File: src/rtl/spi_slave_burst_if.sv
// SPI pin and register-bus bundle for spi_slave_burst.
// The slave modport is the SPI block; master is the MCU pins plus register file side.
interface spi_slave_burst_if #(
  parameter int unsigned ADDR_WIDTH = 7,
  parameter int unsigned DATA_WIDTH = 24
);
  logic                  sck;
  logic                  ncs;
  logic                  si;
  logic                  so;
  logic                  so_oe;
  logic [ADDR_WIDTH-1:0] addr;
  logic                  rw;
  logic                  frame_active;
  logic [DATA_WIDTH-1:0] wr_data;
  logic                  wr_strobe;
  logic                  rd_req;
  logic [DATA_WIDTH-1:0] rd_data;

  modport slave (
    input  sck, ncs, si, rd_data,
    output so, so_oe, addr, rw, frame_active, wr_data, wr_strobe, rd_req
  );

  modport master (
    output sck, ncs, si, rd_data,
    input  so, so_oe, addr, rw, frame_active, wr_data, wr_strobe, rd_req
  );
endinterface

File: src/rtl/spi_slave_burst.sv
// Parametrised SPI slave with CPOL/CPHA selection, input synchronisers and
// auto-incrementing burst read/write frames, running in the clk domain.
module spi_slave_burst #(
  parameter int unsigned ADDR_WIDTH  = 7,
  parameter int unsigned DATA_WIDTH  = 24,
  parameter bit          CPOL        = 1'b0,
  parameter bit          CPHA        = 1'b0,
  parameter int unsigned SYNC_STAGES = 2,
  parameter bit          BURST_EN    = 1'b1
) (
  input  logic              clk,
  input  logic              rst,
  spi_slave_burst_if.slave  bus
);

  localparam int unsigned HdrBits = ADDR_WIDTH + 1;
  localparam int unsigned MaxBits = (HdrBits > DATA_WIDTH) ? HdrBits : DATA_WIDTH;
  localparam int unsigned CntW    = $clog2(MaxBits);
  localparam bit          SampleOnRise = (CPOL == CPHA);

  typedef enum logic [1:0] {StIdle, StHeader, StData} state_e;

  state_e state_q, state_d;

  logic [SYNC_STAGES-1:0] sck_sync_q, ncs_sync_q, si_sync_q;
  logic                   sck_prev_q, ncs_prev_q;
  logic                   sck_s, ncs_s, si_s;
  logic                   sample_edge, shift_edge, ncs_fall;

  logic [CntW-1:0]       bit_cnt_q, bit_cnt_d;
  logic [HdrBits-1:0]    hdr_q, hdr_d, hdr_next;
  logic [DATA_WIDTH-1:0] rx_q, rx_d, rx_next;
  logic [DATA_WIDTH-1:0] tx_q, tx_d;
  logic [DATA_WIDTH-1:0] wr_data_q, wr_data_d;
  logic [ADDR_WIDTH-1:0] addr_q, addr_d;
  logic                  rw_q, rw_d;
  logic                  so_q, so_d;
  logic                  wr_strobe_q, wr_strobe_d;
  logic                  rd_req_q, rd_req_d;
  logic                  rd_load_q;
  logic                  inc_q, inc_d;
  logic                  done_q, done_d;
  logic                  hdr_last, word_last;

  // ncs chain resets low so a select already held low after rst yields no falling edge.
  always_ff @(posedge clk) begin
    if (rst) begin
      sck_sync_q <= {SYNC_STAGES{CPOL}};
      ncs_sync_q <= '0;
      si_sync_q  <= '0;
      sck_prev_q <= CPOL;
      ncs_prev_q <= 1'b0;
    end else begin
      sck_sync_q <= {sck_sync_q[SYNC_STAGES-2:0], bus.sck};
      ncs_sync_q <= {ncs_sync_q[SYNC_STAGES-2:0], bus.ncs};
      si_sync_q  <= {si_sync_q[SYNC_STAGES-2:0], bus.si};
      sck_prev_q <= sck_s;
      ncs_prev_q <= ncs_s;
    end
  end

  assign sck_s       = sck_sync_q[SYNC_STAGES-1];
  assign ncs_s       = ncs_sync_q[SYNC_STAGES-1];
  assign si_s        = si_sync_q[SYNC_STAGES-1];
  assign sample_edge = SampleOnRise ? (sck_s & ~sck_prev_q) : (~sck_s & sck_prev_q);
  assign shift_edge  = SampleOnRise ? (~sck_s & sck_prev_q) : (sck_s & ~sck_prev_q);
  assign ncs_fall    = ncs_prev_q & ~ncs_s;
  assign hdr_last    = (bit_cnt_q == CntW'(ADDR_WIDTH));
  assign word_last   = (bit_cnt_q == CntW'(DATA_WIDTH - 1));
  assign hdr_next    = {hdr_q[HdrBits-2:0], si_s};
  assign rx_next     = {rx_q[DATA_WIDTH-2:0], si_s};

  always_ff @(posedge clk) begin
    if (rst) state_q <= StIdle;
    else     state_q <= state_d;
  end

  always_comb begin
    state_d = state_q;
    unique case (state_q)
      StIdle:   if (ncs_fall) state_d = StHeader;
      StHeader: begin
        if (ncs_s)                        state_d = StIdle;
        else if (sample_edge && hdr_last) state_d = StData;
      end
      StData:   if (ncs_s) state_d = StIdle;
      default:  state_d = StIdle;
    endcase
  end

  always_comb begin
    bus.frame_active = (state_q == StData);
    bus.so_oe        = (state_q == StData);
    bus.so           = (state_q == StData) & so_q;
    bus.addr         = addr_q;
    bus.rw           = rw_q;
    bus.wr_data      = wr_data_q;
    bus.wr_strobe    = wr_strobe_q;
    bus.rd_req       = rd_req_q;
  end

  always_comb begin
    bit_cnt_d   = bit_cnt_q;
    hdr_d       = hdr_q;
    rx_d        = rx_q;
    tx_d        = tx_q;
    wr_data_d   = wr_data_q;
    addr_d      = addr_q;
    rw_d        = rw_q;
    so_d        = so_q;
    done_d      = done_q;
    wr_strobe_d = 1'b0;
    rd_req_d    = 1'b0;
    inc_d       = 1'b0;

    if (inc_q)     addr_d = addr_q + ADDR_WIDTH'(1);
    if (rd_load_q) tx_d   = bus.rd_data;

    if (state_q == StHeader && sample_edge) begin
      hdr_d     = hdr_next;
      bit_cnt_d = bit_cnt_q + CntW'(1);
      if (hdr_last) begin
        bit_cnt_d = '0;
        rw_d      = hdr_next[HdrBits-1];
        addr_d    = hdr_next[ADDR_WIDTH-1:0];
        rd_req_d  = hdr_next[HdrBits-1];
      end
    end

    if (state_q == StData && !done_q) begin
      if (sample_edge) begin
        bit_cnt_d = word_last ? '0 : bit_cnt_q + CntW'(1);
        if (!rw_q) rx_d = rx_next;
        if (word_last) begin
          done_d = !BURST_EN;
          if (rw_q) begin
            if (BURST_EN) begin
              addr_d   = addr_q + ADDR_WIDTH'(1);
              rd_req_d = 1'b1;
            end
          end else begin
            wr_data_d   = rx_next;
            wr_strobe_d = 1'b1;
            inc_d       = BURST_EN;
            rx_d        = '0;
          end
        end
      end
      if (shift_edge && rw_q) begin
        so_d = tx_q[DATA_WIDTH-1];
        tx_d = {tx_q[DATA_WIDTH-2:0], 1'b0};
      end
    end

    if (state_q == StData && done_q && shift_edge) so_d = 1'b0;

    if (state_q == StIdle && ncs_fall) begin
      addr_d = '0;
      rw_d   = 1'b0;
    end

    // A word completed on the same clk ncs rose still strobes with its data.
    if (state_q == StIdle || ncs_s) begin
      bit_cnt_d = '0;
      hdr_d     = '0;
      rx_d      = '0;
      tx_d      = '0;
      so_d      = 1'b0;
      done_d    = 1'b0;
      rd_req_d  = 1'b0;
      inc_d     = 1'b0;
      if (!wr_strobe_d) wr_data_d = '0;
    end
  end

  always_ff @(posedge clk) begin
    if (rst) begin
      bit_cnt_q   <= '0;
      hdr_q       <= '0;
      rx_q        <= '0;
      tx_q        <= '0;
      wr_data_q   <= '0;
      addr_q      <= '0;
      rw_q        <= 1'b0;
      so_q        <= 1'b0;
      wr_strobe_q <= 1'b0;
      rd_req_q    <= 1'b0;
      rd_load_q   <= 1'b0;
      inc_q       <= 1'b0;
      done_q      <= 1'b0;
    end else begin
      bit_cnt_q   <= bit_cnt_d;
      hdr_q       <= hdr_d;
      rx_q        <= rx_d;
      tx_q        <= tx_d;
      wr_data_q   <= wr_data_d;
      addr_q      <= addr_d;
      rw_q        <= rw_d;
      so_q        <= so_d;
      wr_strobe_q <= wr_strobe_d;
      rd_req_q    <= rd_req_d;
      rd_load_q   <= rd_req_q;
      inc_q       <= inc_d;
      done_q      <= done_d;
    end
  end

endmodule

File: src/flat_wrapper.sv
// flat-port wrapper written by rule: the top's interface ports become plain ports
module spi_slave_burst_flat 
#(
  parameter int unsigned ADDR_WIDTH  = 7,
  parameter int unsigned DATA_WIDTH  = 24,
  parameter bit          CPOL        = 1'b0,
  parameter bit          CPHA        = 1'b0,
  parameter int unsigned SYNC_STAGES = 2,
  parameter bit          BURST_EN    = 1'b1
)
  (clk, rst, bus_sck, bus_ncs, bus_si, bus_rd_data, bus_so, bus_so_oe, bus_addr, bus_rw, bus_frame_active, bus_wr_data, bus_wr_strobe, bus_rd_req);
  spi_slave_burst_if #(.ADDR_WIDTH(ADDR_WIDTH), .DATA_WIDTH(DATA_WIDTH)) bus_i ();
  input  logic clk;
  input  logic rst;
  input wire logic [$bits(bus_i.sck)-1:0] bus_sck;
  input wire logic [$bits(bus_i.ncs)-1:0] bus_ncs;
  input wire logic [$bits(bus_i.si)-1:0] bus_si;
  input wire logic [$bits(bus_i.rd_data)-1:0] bus_rd_data;
  output wire logic [$bits(bus_i.so)-1:0] bus_so;
  output wire logic [$bits(bus_i.so_oe)-1:0] bus_so_oe;
  output wire logic [$bits(bus_i.addr)-1:0] bus_addr;
  output wire logic [$bits(bus_i.rw)-1:0] bus_rw;
  output wire logic [$bits(bus_i.frame_active)-1:0] bus_frame_active;
  output wire logic [$bits(bus_i.wr_data)-1:0] bus_wr_data;
  output wire logic [$bits(bus_i.wr_strobe)-1:0] bus_wr_strobe;
  output wire logic [$bits(bus_i.rd_req)-1:0] bus_rd_req;
  assign bus_i.sck = bus_sck;
  assign bus_i.ncs = bus_ncs;
  assign bus_i.si = bus_si;
  assign bus_i.rd_data = bus_rd_data;
  assign bus_so = bus_i.so;
  assign bus_so_oe = bus_i.so_oe;
  assign bus_addr = bus_i.addr;
  assign bus_rw = bus_i.rw;
  assign bus_frame_active = bus_i.frame_active;
  assign bus_wr_data = bus_i.wr_data;
  assign bus_wr_strobe = bus_i.wr_strobe;
  assign bus_rd_req = bus_i.rd_req;
  spi_slave_burst #(.ADDR_WIDTH(ADDR_WIDTH), .DATA_WIDTH(DATA_WIDTH), .CPOL(CPOL), .CPHA(CPHA), .SYNC_STAGES(SYNC_STAGES), .BURST_EN(BURST_EN)) u_core (.clk(clk), .rst(rst), .bus(bus_i));
endmodule
File: config.mk
export PLATFORM = sky130hd
export DESIGN_NAME = spi_slave_burst_flat
export DESIGN_NICKNAME = d
export VERILOG_FILES = /design/src/rtl/spi_slave_burst_if.sv /design/src/rtl/spi_slave_burst.sv /design/src/flat_wrapper.sv
export SDC_FILE = /design/constraint.sdc
export NUM_CORES = 1
export LEC_CHECK = 0
export ABC_AREA = 1
export CORE_ASPECT_RATIO = 1.75
export CORE_MARGIN = 3
export CORE_UTILIZATION = 54
export DETAILED_ROUTE_END_ITERATION = 8
export HOLD_SLACK_MARGIN = 0.12
export PLACE_DENSITY_LB_ADDON = 0.2
export SLEW_MARGIN = 5
export SYNTH_ARGS = -nofsm -noshare
export SYNTH_HDL_FRONTEND = slang
export SYNTH_SLANG_ARGS = --single-unit
export TNS_END_PERCENT = 5
File: constraint.sdc
create_clock -name clk -period 2.2 [get_ports clk]
set_input_delay 0.55 -clock clk [delete_from_list [all_inputs] [get_ports clk]]
set_output_delay 0.55 -clock clk [all_outputs]
set_load 0.1 [all_outputs]
==> run metrics <==
mean post-synth cell area=about 7 um2; WP buf/inv=2; Synth Flop Type=dfxtp_1; layout cell share with drive strength beyond 1=between 10% and 20%; Synth Instances=640; drc violations=0; worst slew pin tran=just under 0.3 ns; final hold vios=0; CP Cell Sequence=ha_1 > nand2_1 > nor2_1 > nand2_1 > nor2_4 > buf_12 > nand2_1 > nand2_1 > nand2_1 > inv_1; Fmax=538.7 MHz; largest net degree at the start of global routing=32; Site Rows=43; area grow syn2layout=23.00%; die width=between 70 and 80 um; Crit. End Element=register; Setup TNS=0 ns; synthesized area=4467 um2; worst skew pair latency=around 0.34 ns; post-synth net total=about 670; Initial Util=a little under three fifths; CP top delay family=simple AND/OR/NAND/NOR gates; final worst-path cycle share=between 80% and 90%; Hold Crit Depth=2; Seq cells post-synth=106; post-route ant nets=0; reg2reg end=u_core.bus.wr_data[17]; Worst Path Required=~2.5 ns; DR pass1 iterations=5; Pwr per Cell Area=around 700 nW/um2; number of library cell types mapped by synthesis=28; Util after Layout=69.00%; Detail Placement HPWL=between 6000 and 7000 um; Worst R2R Start=u_core.bit_cnt_q[0]; Worst-path clk slew=approximately 0.07 ns; RSZ-0062 raised after global routing=no; Die Ht=~130 um; final net count=about 730; metal3 WL=440 um; CP max FO=17; top layer in use=met4; vias in the first global route=3839; first-pass GRT wire length=16100 um; slowest stage cell, crit path=dfxtp_1; Clk Tree Root Cell=clkbuf_16; WL final=~9600 um; diodes inserted=0; critical path class=reg -> reg; FF-to-FF path depth=10; # setup viols final=0; clk buf depth=2; WL met1=3906 um; H-tree lvl count=3; CP max stage delay=~0.37 ns; Layout Skew=between 0.009 and 0.01 ns; outcome=complete, no violations; Slew headroom=just over 80%; GR Overflow Total=0; DR WL/cell=between 10 and 15 um; Max-cap violations=0; Via Count=4055; initial antenna violation count=0; ys async rst share=0%; min cycle time layout=1.856 ns; CTS Hold Bufs=0; Slew Limit Fails=0; post-synthesis sequential area ratio=between 40% and 50%; startpoint types=register; Post-CTS Setup Bufs=0; port bufs=65; Total GRT Usage=roughly a fifth; Final GP Congestion=0.8420; core area=roughly 8000 um2; hold crit path type=reg -> reg; post_cts resized=0; maximum vdd drop=between 0.0005 and 0.0006 V; Clock Sinks=106; Hold EP=u_core.ncs_sync_q[1]; TritonCTS Buffers=9; DR iter-0 viols=between 200 and 300; arrival time worst endpoint=2.15 ns; die area=roughly 9400 um2; WL met2=just over 5000 um; Post-synth EDFFs=0; Hold Startpoint=u_core.ncs_sync_q[0]; Reg2Reg Setup Slack=0.34 ns; P_leak=around 2.4 nW; Top Ports=66; most used cell, CP=nand2_1; Avg Vias per Cell=approximately 5.1; yosys warns=0; CTS tree=done
==> area by class of cell <==
| cell class | count | area, um2 |
|---|---|---|
| fill | 688 | 2469 |
| sequential | 106 | 2122 |
| multi-input combinational | 421 | 1898 |
| timing repair buffer | 81 | 740.7 |
| inverter | 84 | 315.3 |
| clock buffer | 12 | 256.5 |
| tap | 90 | 112.6 |
| clock inverter | 4 | 48.80 |
==> per-stage QoR <==
| step | total power, mW | cell area [um2] | cells | hold WS, ns | setup WS [ns] |
|---|---|---|---|---|---|
| floorplan | 2.142 | 4469 | 640 | 0.3883 | 0.06044 |
| global placement | 2.260 | 5189 | 782 | 0.3922 | 0.2689 |
| detailed placement | 2.262 | 5189 | 782 | 0.3944 | 0.2055 |
| CTS | 3.867 | 5494 | 798 | 0.4039 | 0.3303 |
| global route | 3.978 | 5494 | 798 | 0.4241 | 0.1252 |
| finish | 3.839 | 5494 | 798 | 0.4050 | 0.3438 |
==> synth_stat cells, drive strengths merged (2+ instances only) <==
| cell | count | area [um2] |
|---|---|---|
| nand3 | 22 | 115.1 |
| buf | 11 | 68.81 |
| nor2 | 41 | 168.9 |
| ha | 2 | 25.02 |
| dfxtp | 106 | 2122 |
| nor3 | 6 | 51.30 |
| xnor2 | 2 | 17.52 |
| xor2 | 2 | 17.52 |
| a21oi | 67 | 335.3 |
| clkbuf | 18 | 67.56 |
| nand2 | 208 | 793.3 |
| inv | 84 | 315.3 |
| o21ai | 67 | 339.1 |
==> placed cells by master (no fill, tap or decap) <==
cell type        instances
nand2_2                  5
bufinv_16                1
clkbuf_8                 2
inv_2                    4
xnor2_1                  2
o21ai_1                  3
inv_6                    1
nor2_2                   2
mux2i_1                  1
nor2_1                  37
nand3_1                 21
nand3_2                  1
clkbuf_1                 1
o22ai_1                  1
xor2_1                   2
nor2_4                   2
a21oi_1                 67
nor3_2                   2
nor3_1                   3
nand2_1                203
inv_1                   80
ha_1                     2
o21ai_0                 63
dfxtp_1                106
clkinv_2                 2
o21ai_2                  1
buf_12                   5
nand4_1                  1
nor3_4                   1
buf_4                   48
clkbuf_16                9
clkdlybuf4s50_1         28
o21a_1                   1
==> layer usage <==
layer / vias to the layer above / GRT usage [%]
li1: 2118 / -
met1: 1812 / 23.84
met2: 106 / 38.57
met3: 19 / 4.362
met4: 0 / 7.652
met5: - / 0
==> cell families (layout without fill, tap and decap cells) <==
kind of cell	after synthesis	in the layout	synth area share (%)
and+or+nand+nor	278	278	25.41
AOI/OAI and AO/OA	136	136	15.41
buffers and inverters	113	181	10.11
DFF	106	106	47.51
xor gates and xnor gates	4	4	0.7845
adders and majority gates	2	2	0.5601
muxes	1	1	0.2241
==> where the power goes <==
part | switching, mW | internal (mW) | total (mW)
Clock | 0.675 | 0.945 | 1.62
Combinational | 0.176 | 0.107 | 0.283
Sequential | 0.00774 | 1.93 | 1.94
Total | 0.858 | 2.98 | 3.84
==> worst max path at each step <==
stage / to / depth (start not counted) / start / slack [ns]
3_3_place_gp: u_core.bus.wr_data[4] / 7 / rst / 0.27
5_1_grt: u_core.bus.wr_data[3] / 10 / u_core.bit_cnt_q[1] / 0.13
6_report: u_core.bus.wr_data[17] / 10 / u_core.bit_cnt_q[0] / 0.34
2_1_floorplan: u_core.bus.wr_data[15] / 9 / u_core.bus.rw / 0.06
3_5_place_dp: u_core.bus.wr_data[17] / 7 / rst / 0.21
4_1_cts: u_core.bus.wr_data[17] / 10 / u_core.bit_cnt_q[1] / 0.33
==> worst min-delay path: stages (launching register included) <==
cell and delay [ns]:
dfxtp_1 0.30, inv_1 0.04, nor2_1 0.03
Note: power is estimated with default switching activity, not from simulation.
